<file path="src/rtl/home_inventory_pkg.sv">
// -----------------------------------------------------------------------------
// home_inventory_pkg
// Shared constants, types and helpers for the home-inventory sample framer.
//   NUM_CH  : number of ADC channels that make up one frame
//   TS_W    : timestamp width
//   DATA_W  : sample width
//   CNT_W   : diagnostic counter width
//   ST_*    : framer state encoding (also visible on the framer's dbg_state)
// -----------------------------------------------------------------------------
package home_inventory_pkg;

  localparam int NUM_CH = 8;
  localparam int CH_W   = 3;
  localparam int TS_W   = 32;
  localparam int DATA_W = 32;
  localparam int CNT_W  = 16;

  localparam logic [1:0] ST_IDLE    = 2'd0;
  localparam logic [1:0] ST_COLLECT = 2'd1;
  localparam logic [1:0] ST_EMIT    = 2'd2;

  typedef logic [DATA_W-1:0] sample_t;
  typedef logic [NUM_CH-1:0] ch_vec_t;

  // Increment that sticks at all-ones instead of wrapping.
  function automatic logic [CNT_W-1:0] sat_inc(input logic [CNT_W-1:0] v);
    if (v == {CNT_W{1'b1}}) begin
      return v;
    end
    return v + {{(CNT_W-1){1'b0}}, 1'b1};
  endfunction

endpackage

</file>
<file path="src/rtl/home_inventory_ts_gen.sv">
// -----------------------------------------------------------------------------
// home_inventory_ts_gen
// Free-running timestamp: a prescaler divides clk by TS_DIV and the 32-bit
// counter advances once per prescaler wrap, rolling over from FFFF_FFFF to 0.
//   TS_DIV     : clk cycles per timestamp tick (1..65535)
//   TS_PRELOAD : value the counter restarts from after reset (normally 0;
//                a non-zero value lets bring-up reach the rollover quickly)
// Ports:
//   clk : system clock
//   rst : synchronous, active-high reset (prescaler and counter restart)
//   ts  : current timestamp
// -----------------------------------------------------------------------------
module home_inventory_ts_gen
  import home_inventory_pkg::*;
#(
  parameter int unsigned     TS_DIV     = 1,
  parameter logic [TS_W-1:0] TS_PRELOAD = '0
) (
  input  logic            clk,
  input  logic            rst,
  output logic [TS_W-1:0] ts
);

  localparam int PW = (TS_DIV > 1) ? $clog2(TS_DIV) : 1;
  localparam logic [PW-1:0] PRE_LAST = PW'(TS_DIV - 1);

  logic [PW-1:0]   pre_q, pre_d;
  logic [TS_W-1:0] ts_q, ts_d;
  logic            tick;

  always_comb begin
    // With TS_DIV=1 the prescaler sits at 0 and ticks every cycle.
    tick  = (pre_q == PRE_LAST);
    pre_d = tick ? '0 : pre_q + PW'(1);
    ts_d  = tick ? ts_q + TS_W'(1) : ts_q;
  end

  always_ff @(posedge clk) begin
    if (rst) begin
      pre_q <= '0;
      ts_q  <= TS_PRELOAD;
    end else begin
      pre_q <= pre_d;
      ts_q  <= ts_d;
    end
  end

  assign ts = ts_q;

endmodule

</file>
<file path="src/rtl/home_inventory_sample_framer.sv">
// -----------------------------------------------------------------------------
// home_inventory_sample_framer
// Gathers per-channel ADC capture words into one timestamped frame and strobes
// the frame to the event detector.
//
// Handshake: a word transfers on any clk edge where in_valid && in_ready.
// in_ready depends only on state (low only during the one-cycle EMIT), never
// on in_valid; the upstream may hold or change in_valid freely.
//
// Frame flow: the first kept word in IDLE latches the timestamp and starts the
// timeout counter. A frame completes when every channel in the current ch_mask
// has been received (re-checked every cycle, so shrinking the mask can finish
// a frame) or closes as partial when the timeout expires. The output registers
// are loaded on the closing edge, so sample_valid rises the cycle after the
// last word and coincides with the EMIT state.
//
// Parameters:
//   TS_DIV        : clk cycles per timestamp tick (1..65535)
//   FRAME_TIMEOUT : cycles from the first word to a forced close (>= 2)
//   TS_PRELOAD    : timestamp restart value after reset (normally 0)
// Ports:
//   clk, rst            : clock, synchronous active-high reset
//   in_valid/in_ready   : capture word handshake
//   in_ch, in_data      : channel index and sample value of the word
//   ch_mask             : channels that must be present for a full frame
//   sample_valid        : one-cycle frame strobe
//   ts_now              : timestamp of the first word of the strobed frame
//   sample_ch0..7       : framed samples (absent channels keep old values)
//   frame_partial       : strobed frame was closed by timeout
//   dup_count           : saturating count of overwritten staged words
//   timeout_count       : saturating count of timeout-closed frames
//   dbg_state           : current framer state (ST_* encoding)
// -----------------------------------------------------------------------------
module home_inventory_sample_framer
  import home_inventory_pkg::*;
#(
  parameter int unsigned     TS_DIV        = 1,
  parameter int unsigned     FRAME_TIMEOUT = 4096,
  parameter logic [TS_W-1:0] TS_PRELOAD    = '0
) (
  input  logic              clk,
  input  logic              rst,
  input  logic              in_valid,
  output logic              in_ready,
  input  logic [CH_W-1:0]   in_ch,
  input  logic [DATA_W-1:0] in_data,
  input  logic [NUM_CH-1:0] ch_mask,
  output logic              sample_valid,
  output logic [TS_W-1:0]   ts_now,
  output logic [DATA_W-1:0] sample_ch0,
  output logic [DATA_W-1:0] sample_ch1,
  output logic [DATA_W-1:0] sample_ch2,
  output logic [DATA_W-1:0] sample_ch3,
  output logic [DATA_W-1:0] sample_ch4,
  output logic [DATA_W-1:0] sample_ch5,
  output logic [DATA_W-1:0] sample_ch6,
  output logic [DATA_W-1:0] sample_ch7,
  output logic              frame_partial,
  output logic [CNT_W-1:0]  dup_count,
  output logic [CNT_W-1:0]  timeout_count,
  output logic [1:0]        dbg_state
);

  localparam int TW = (FRAME_TIMEOUT > 2) ? $clog2(FRAME_TIMEOUT) : 1;
  localparam logic [TW-1:0] TCNT_LAST = TW'(FRAME_TIMEOUT - 1);

  logic [TS_W-1:0] ts;

  home_inventory_ts_gen #(
    .TS_DIV     (TS_DIV),
    .TS_PRELOAD (TS_PRELOAD)
  ) u_ts_gen (
    .clk (clk),
    .rst (rst),
    .ts  (ts)
  );

  logic [1:0]      state_q, state_d;
  ch_vec_t         got_q, got_d;
  logic [TW-1:0]   tcnt_q, tcnt_d;
  logic [TS_W-1:0] frame_ts_q, frame_ts_d;
  sample_t         stage_q [NUM_CH];
  sample_t         stage_d [NUM_CH];
  sample_t         sample_q [NUM_CH];
  sample_t         sample_d [NUM_CH];
  logic [TS_W-1:0] ts_now_q, ts_now_d;
  logic            valid_q, valid_d;
  logic            partial_q, partial_d;
  logic [CNT_W-1:0] dup_q, dup_d;
  logic [CNT_W-1:0] tout_q, tout_d;

  logic    accept;
  logic    keep;
  ch_vec_t new_bit;
  ch_vec_t got_all;
  logic    complete;
  logic    close;
  logic    close_partial;

  assign in_ready = (state_q != ST_EMIT);

  always_comb begin
    state_d    = state_q;
    got_d      = got_q;
    tcnt_d     = tcnt_q;
    frame_ts_d = frame_ts_q;
    stage_d    = stage_q;
    sample_d   = sample_q;
    ts_now_d   = ts_now_q;
    valid_d    = 1'b0;
    partial_d  = partial_q;
    dup_d      = dup_q;
    tout_d     = tout_q;
    close         = 1'b0;
    close_partial = 1'b0;

    accept  = in_valid && in_ready;
    // Words for channels outside the mask are consumed but ignored.
    keep    = accept && ch_mask[in_ch];
    new_bit = keep ? (ch_vec_t'(1) << in_ch) : '0;
    got_all = got_q | new_bit;
    // An empty mask must never complete, otherwise every cycle would strobe.
    complete = (ch_mask != '0) && ((got_all & ch_mask) == ch_mask);

    if (keep) begin
      stage_d[in_ch] = in_data;
    end

    case (state_q)
      ST_IDLE: begin
        if (keep) begin
          frame_ts_d = ts;
          got_d      = new_bit;
          // The cycle the first word arrives counts as cycle 0.
          tcnt_d     = TW'(1);
          if (complete) begin
            close = 1'b1;
          end else begin
            state_d = ST_COLLECT;
          end
        end
      end
      ST_COLLECT: begin
        if (keep && got_q[in_ch]) begin
          dup_d = sat_inc(dup_q);
        end
        got_d = got_all;
        // Completion wins over a timeout landing on the same cycle.
        if (complete) begin
          close = 1'b1;
        end else if (tcnt_q == TCNT_LAST) begin
          close         = 1'b1;
          close_partial = 1'b1;
          tout_d        = sat_inc(tout_q);
        end else begin
          tcnt_d = tcnt_q + TW'(1);
        end
      end
      ST_EMIT: begin
        got_d   = '0;
        tcnt_d  = '0;
        state_d = ST_IDLE;
      end
      default: begin
        got_d   = '0;
        tcnt_d  = '0;
        state_d = ST_IDLE;
      end
    endcase

    // Closing edge: publish the frame so the strobe lines up with EMIT.
    if (close) begin
      state_d   = ST_EMIT;
      got_d     = got_all;
      valid_d   = 1'b1;
      partial_d = close_partial;
      ts_now_d  = frame_ts_d;
      for (int k = 0; k < NUM_CH; k++) begin
        if (got_all[k]) begin
          sample_d[k] = stage_d[k];
        end
      end
    end
  end

  always_ff @(posedge clk) begin
    if (rst) begin
      state_q    <= ST_IDLE;
      got_q      <= '0;
      tcnt_q     <= '0;
      frame_ts_q <= '0;
      ts_now_q   <= '0;
      valid_q    <= 1'b0;
      partial_q  <= 1'b0;
      dup_q      <= '0;
      tout_q     <= '0;
      for (int k = 0; k < NUM_CH; k++) begin
        stage_q[k]  <= '0;
        sample_q[k] <= '0;
      end
    end else begin
      state_q    <= state_d;
      got_q      <= got_d;
      tcnt_q     <= tcnt_d;
      frame_ts_q <= frame_ts_d;
      ts_now_q   <= ts_now_d;
      valid_q    <= valid_d;
      partial_q  <= partial_d;
      dup_q      <= dup_d;
      tout_q     <= tout_d;
      for (int k = 0; k < NUM_CH; k++) begin
        stage_q[k]  <= stage_d[k];
        sample_q[k] <= sample_d[k];
      end
    end
  end

  assign sample_valid  = valid_q;
  assign ts_now        = ts_now_q;
  assign frame_partial = partial_q;
  assign dup_count     = dup_q;
  assign timeout_count = tout_q;
  assign dbg_state     = state_q;
  assign sample_ch0    = sample_q[0];
  assign sample_ch1    = sample_q[1];
  assign sample_ch2    = sample_q[2];
  assign sample_ch3    = sample_q[3];
  assign sample_ch4    = sample_q[4];
  assign sample_ch5    = sample_q[5];
  assign sample_ch6    = sample_q[6];
  assign sample_ch7    = sample_q[7];

endmodule
</file>
<file path="config.mk">
export PLATFORM = sky130hd
export DESIGN_NAME = home_inventory_sample_framer
export DESIGN_NICKNAME = d
export VERILOG_FILES = /design/src/rtl/home_inventory_pkg.sv /design/src/rtl/home_inventory_ts_gen.sv /design/src/rtl/home_inventory_sample_framer.sv
export SDC_FILE = /design/constraint.sdc
export NUM_CORES = 1
export LEC_CHECK = 0
export CAP_MARGIN = 5
export CORE_UTILIZATION = 30
export DETAILED_ROUTE_END_ITERATION = 8
export PLACE_DENSITY = 0.45
export SLEW_MARGIN = 15
export SYNTH_ARGS = -nofsm -noshare
export SYNTH_HDL_FRONTEND = slang
export SYNTH_HIERARCHICAL = 1
export SYNTH_SLANG_ARGS = --single-unit
</file>
<file path="constraint.sdc">
create_clock -name clk -period 4.8 [get_ports clk]
set_input_delay 0.72 -clock clk [delete_from_list [all_inputs] [get_ports clk]]
set_output_delay 0.72 -clock clk [all_outputs]
set_load 0.1 [all_outputs]
</file>
# Word-level counts from Yosys, hierarchy flattened

Index checks and enable logic that the tools add are counted.

Memory bits (writable): 0
Word-level logic and storage cells: 119
Bits in read-only memories: 0
Memories kept: 0
Input bits: 46
Register bits after elaboration: 665
Bits in latches: 0

$lt $le $gt $ge: 3
Bitwise gates (word level): 6
Add/sub/neg operators: 5
Reduce and logical (&&, ||, !) cells: 22
$mul: 0
Equal/unequal tests: 15
Shifts and indexed selects: 1
Divide/modulo/power cells: 0
Muxes and demuxes: 39

Operators with widths:

| operator                | number |
|---|---|
| $bwmux W256             | 1 |
| $mux W256               | 1 |
| $demux W32 S3           | 1 |
| $mux W32                | 3 |
| $mux W12                | 3 |
| $add A16 B1 Y16 const B | 2 |
| $add A32 B1 Y32 const B | 1 |
| $eq A16 B16 Y1 const B  | 2 |
| $mux W16                | 2 |
| $mux W8                 | 3 |
| $pmux W12 S2            | 1 |
| $mux W1                 | 16 |
| $ne A2 B2 Y1 const B    | 8 |
| $pmux W8 S2             | 1 |
| $reduce_and A2 Y1       | 8 |
| $add A12 B1 Y12 const B | 1 |
| $eq A12 B12 Y1 const B  | 1 |
| $reduce_and A3 Y1       | 4 |
| $and A8 B8 Y8           | 1 |
| $eq A8 B8 Y1            | 1 |
| $or A8 B8 Y8            | 1 |
| $reduce_bool A8 Y1      | 1 |
| $shl A1 B3 Y8 const A   | 1 |
| $bmux W1 S3             | 2 |
| 15 further kinds        | 25 |

# Depth between registers and ports, before layout

Depth in word-level cells: 13
Gate-level depth with buffers: 11
Gate-level depth less buffers: 8

# Cells and area by module

The synthesis kept the hierarchy.

Modules (own cells, without submodules):

| module                       | instances | sequential area each (um2) | cells each | area each (um2) |
|---|---|---|---|---|
| home_inventory_sample_framer | 1         | 12652.1                    | 2551       | 24253.3 |
| home_inventory_ts_gen        | 1         | 660.6                      | 174        | 1555.2 |

# Least setup slack after synthesis

No wires, ideal clock.

Kind: register to register
Start point: reg state_q[0], in the netlist dbg_state[0]
End point: reg sample_q, in the netlist sample_ch3[11]
Arrival time: 3885 ps
Required time: 4679 ps
Setup slack: 795 ps
Stages on the path, launching flop included: 12
Path buffers: 3
Cell sequence: dfxtp_1 > nor2b_2 > inv_2 > a41o_1 > a32oi_1 > or4_1 > buf_2 > o41a_1 > buf_4 > a21oi_4 > buf_6 > mux2_2

Word-level cells in the longest chain between the ends: 12
Elaborated cells between the ends (all ways): 16

Ends and longest elaborated chain:

| element                         | RTL line                            | source |
|---|---|---|
| from (decl)                     | home_inventory_sample_framer.sv:78  | `logic [1:0] state_q, state_d;` |
| from (signal assigned)          | home_inventory_sample_framer.sv:202 | `state_q <= state_d;` |
| $ne A2 B2 Y1 *                  | home_inventory_sample_framer.sv:100 | `assign in_ready = (state_q != ST_EMIT);` |
| via in_ready                    | home_inventory_sample_framer.sv:44  | `output logic in_ready,` |
| $logic_and A1 B1 Y1 *           | home_inventory_sample_framer.sv:117 | `accept = in_valid && in_ready;` |
| $logic_and A1 B1 Y1 *           | home_inventory_sample_framer.sv:119 | `keep = accept && ch_mask[in_ch];` |
| $mux W8                         | home_inventory_sample_framer.sv:120 | `new_bit = keep ? (ch_vec_t'(1) << in_ch) : '0;` |
| $or A8 B8 Y8                    | home_inventory_sample_framer.sv:121 | `got_all = got_q \| new_bit;` |
| $and A8 B8 Y8                   | home_inventory_sample_framer.sv:123 | `complete = (ch_mask != '0) && ((got_all & ch_mask) == ch_mask);` |
| $eq A8 B8 Y1                    | home_inventory_sample_framer.sv:123 |  |
| $logic_and A1 B1 Y1             | home_inventory_sample_framer.sv:123 |  |
| $mux W1                         | home_inventory_sample_framer.sv:136 | `if (complete) begin` |
| $mux W1                         | home_inventory_sample_framer.sv:131 | `if (keep) begin` |
| $pmux W1 S2                     | home_inventory_sample_framer.sv:129 | `case (state_q)` |
| $reduce_and A2 Y1 (no line)     | --                                  |  |
| to (signal, indexed assignment) | home_inventory_sample_framer.sv:213 | `sample_q[k] <= sample_d[k];` |
| to (decl)                       | home_inventory_sample_framer.sv:84  | `sample_t sample_q [NUM_CH];` |

The timed path passes the listed nets; every way through them passes the cells marked *.
A chain may end at the register's enable or synchronous reset.

# Worst setup path in the final report

Start point: in in_valid
End point: reg sample_q, in the netlist sample_ch5[9]

Word-level cells in the longest chain between the ends: 11
Elaborated cells between the ends (all ways): 13

Ends and longest elaborated chain:

| element                     | RTL line                            | source |
|---|---|---|
| from (decl)                 | home_inventory_sample_framer.sv:43  | `input logic in_valid,` |
| $logic_and A1 B1 Y1 *       | home_inventory_sample_framer.sv:117 |  |
| $logic_and A1 B1 Y1 *       | home_inventory_sample_framer.sv:119 |  |
| $mux W8                     | home_inventory_sample_framer.sv:120 |  |
| $or A8 B8 Y8                | home_inventory_sample_framer.sv:121 |  |
| $and A8 B8 Y8               | home_inventory_sample_framer.sv:123 |  |
| $eq A8 B8 Y1                | home_inventory_sample_framer.sv:123 |  |
| $logic_and A1 B1 Y1         | home_inventory_sample_framer.sv:123 |  |
| $mux W1                     | home_inventory_sample_framer.sv:136 |  |
| $mux W1                     | home_inventory_sample_framer.sv:131 |  |
| $pmux W1 S2                 | home_inventory_sample_framer.sv:129 |  |
| $reduce_and A2 Y1 (no line) | --                                  |  |

Mark *: on every way between the ends. The rest lies on a longest branch, timed or not.

==> impl_metrics.toml <==
[status]
status = "complete, no violations"

[sta]
setup_viol = 0
tightest_slew_ps = 1183
max_slew_margin_pct = 20.87
tns_ps = 0
hold_viol = 0
fin_hold_ws_ps = 452.4
max_freq_mhz = 260.4
period_share_pct = 79.99
final.setup_skew_ps = 18.24
slew_viol_final = 0
period_needed_ps = 3840
grt_setup_unrepaired = "no"

[synthesis]
syn_area_um2 = 25810
synth_xor_area_share_pct = 0.9841
syn_area_per_cell_um2 = 9.471
yosys_register_bits = 665
async_reset_ff_share_pct = 0
synth_area_leaders = "dfxtp_1 (52%), mux2i_1 (9.0%), mux2_2 (4.8%)"
synth.area.mux_share_pct = 15.15
synth_cell_types = 61
ys.flop_type = "dfxtp_1"
synth_edf_count = 0
yosysMostFrequentCell = "dfxtp_1"
synth_fa_ha_area_share_pct = 0.1939
syn_inst = 2725
ys_warn_count = 6
synth_top_family_by_area = "simple AND/OR/NAND/NOR gates"
synth_compound_area_share_pct = 7.839
seq_area_frac_synth_pct = 51.58
synth_top_cell_by_area = "dfxtp_1"
synth_common_cells = "dfxtp_1 (665), nor2_1 (287), nand2_1 (259)"
synth_simple_gate_area_share_pct = 19.33
synth_nets = 2775
synth_top_area_share_pct = 51.58

[routing]
wl_met3_um = 5279
met1_length_um = 35870
drt-initial-drc-count = 965
wl_met2_um = 39240
wl_per_cell_um = 19.83
avgViaCountPerCell = 4.743
drt_wl_total_um = 83150
final_antenna_net_count = 0
drc = 0
top_layer = "met4"
drt_pass1_iterations = 5
vias = 19890

[setup_path]
crit_fanout = 60
path_class = "in2reg"
cp.arrival_ps = 4350
endpoint_kind = "flop"
cp.required_ps = 5310
rrSetupSlack_ps = 1080
worst_setup_path_start_kind = "input pin"

[clocking]
cts_tree = "done"
cts.clk_slew.worst_paths_ps = 60
cts-root-buf = "clkbuf_16"
worstSkewPairLatency_ps = 630
numCtsBuffers = 78
clk_path_buf_depth = 3
ctsHoldBuffers = 0
cts_resized = 0
cts_max_level = 3
cts_setup_buffers = 0
cts.sinks = 665

[global_routing]
grt_pass1_wl_um = 123300
grt_usage_pct = 18.67
antenna_found_initial = 0
grt_pass1_vias = 19440
grt-ovfl-total = 0
grt_max_degree = 121

[final_layout]
regMostFlops = "stage_q"
drive_gt1_share_pct = 10.23
area_growth_pct = 28.68
fin_area_um2 = 33210
finalCoreUtilization_pct = 39.00
fin_nets = 3041
largest_reg_flops = 256

[placed_design]
io_buffers = 370
gp_congestion = 0.8519
dp_hpwl_um = 54740
placed_area_um2 = 30530

[power_and_ir_drop]
p_int_w = 0.009403
power.density_nw_per_um2 = 366.8
pwr-share-clk_pct = 50.4
p_sw_share_pct = 22.81
leakage_nw = 12.18
seq_power_share_pct = 45.8
peakVddDrop_mv = 0.2333
pwr-share-comb_pct = 3.8
p_sw_w = 0.002778

[floorplanning]
num_rows = 107
die_w_um = 295.3
die_area_um2 = 87210
io_pins = 371
fp.dieH_um = 295.3
core_area_um2 = 85150
start_util_pct = 30.31

[worst_hold_path]
hp-class = "reg2reg"

[job]
drv_cap = 0
[final timing paths]
kind           startpoint             to  cells past startpoint
max              in_valid  sample_ch5[9]                     10
min          stage_q[229]   stage_q[229]                      2
max reg2reg  dbg_state[0]  sample_ch5[9]                      9
min reg2reg  stage_q[229]   stage_q[229]                      2
[power by group through the flow]
stage                     registers, W  logic [W]  clock network (W)
after floorplan                0.00570   0.000278                  0
after global placement         0.00570   0.000465                  0
after detailed placement       0.00570   0.000471                  0
after CTS                      0.00558   0.000473            0.00633
after global routing           0.00558   0.000500            0.00656
final                          0.00558   0.000461            0.00614
[layout make-up]
| type | count | area [um^2] |
|---|---|---|
| fillers | 8502 | 51940 |
| well taps | 1144 | 1431 |
| repair buffers | 411 | 4199 |
| inverters | 87 | 326.6 |
| flip-flops and latches | 665 | 13310 |
| diodes | 1 | 2.502 |
| clock inverters | 32 | 422.9 |
| multi-input cells | 1748 | 11280 |
| clock buffers | 106 | 2230 |
[per-stage QoR]
step	total power [W]	cells	worst slack (ps)
after floorplan	0.005979	2725	794.7
after global placement	0.006165	4054	401.1
after detailed placement	0.006173	4054	301.2
after CTS	0.01238	4192	970.8
after global routing	0.01264	4193	825.9
final	0.01218	4194	960.4
[critical path, cell delays in order]
cell             delay, ps
clkdlybuf4s50_1        580
inv_1                  140
nor3_4                 290
a32oi_1                180
or4_1                  760
o41ai_2                460
buf_12                 350
o21ai_4                240
buf_16                 230
mux2_1                 330
[cell usage in the layout (no fill, tap or decap), drive strengths merged, types with 71 or more instances in the layout]
master / netlist / routed
inv: 87 / 91
o21ai: 124 / 124
nand3: 96 / 96
mux2i: 231 / 231
dfxtp: 665 / 665
clkbuf: 172 / 106
nand2b: 71 / 71
nor2: 288 / 288
a21oi: 111 / 111
nand2: 259 / 259
mux2: 138 / 138
nor2b: 144 / 144
clkdlybuf4s50: 0 / 369
[kinds of logic after synthesis]
logic type                 Yosys count
other                                1
and+or+nand+nor                   1011
adders and majority gates            4
xor gates and xnor gates            29
buffers and inverters              312
AOI/OAI and AO/OA                  332
muxes                              371
DFF                                665
[layer usage]
layer  up-vias  track usage, %
met5         -               0
met4         0           7.443
met3       129           4.232
met2       514           30.76
met1      9504           23.50
li1       9744               -
Power figures use the tool's default switching activity.
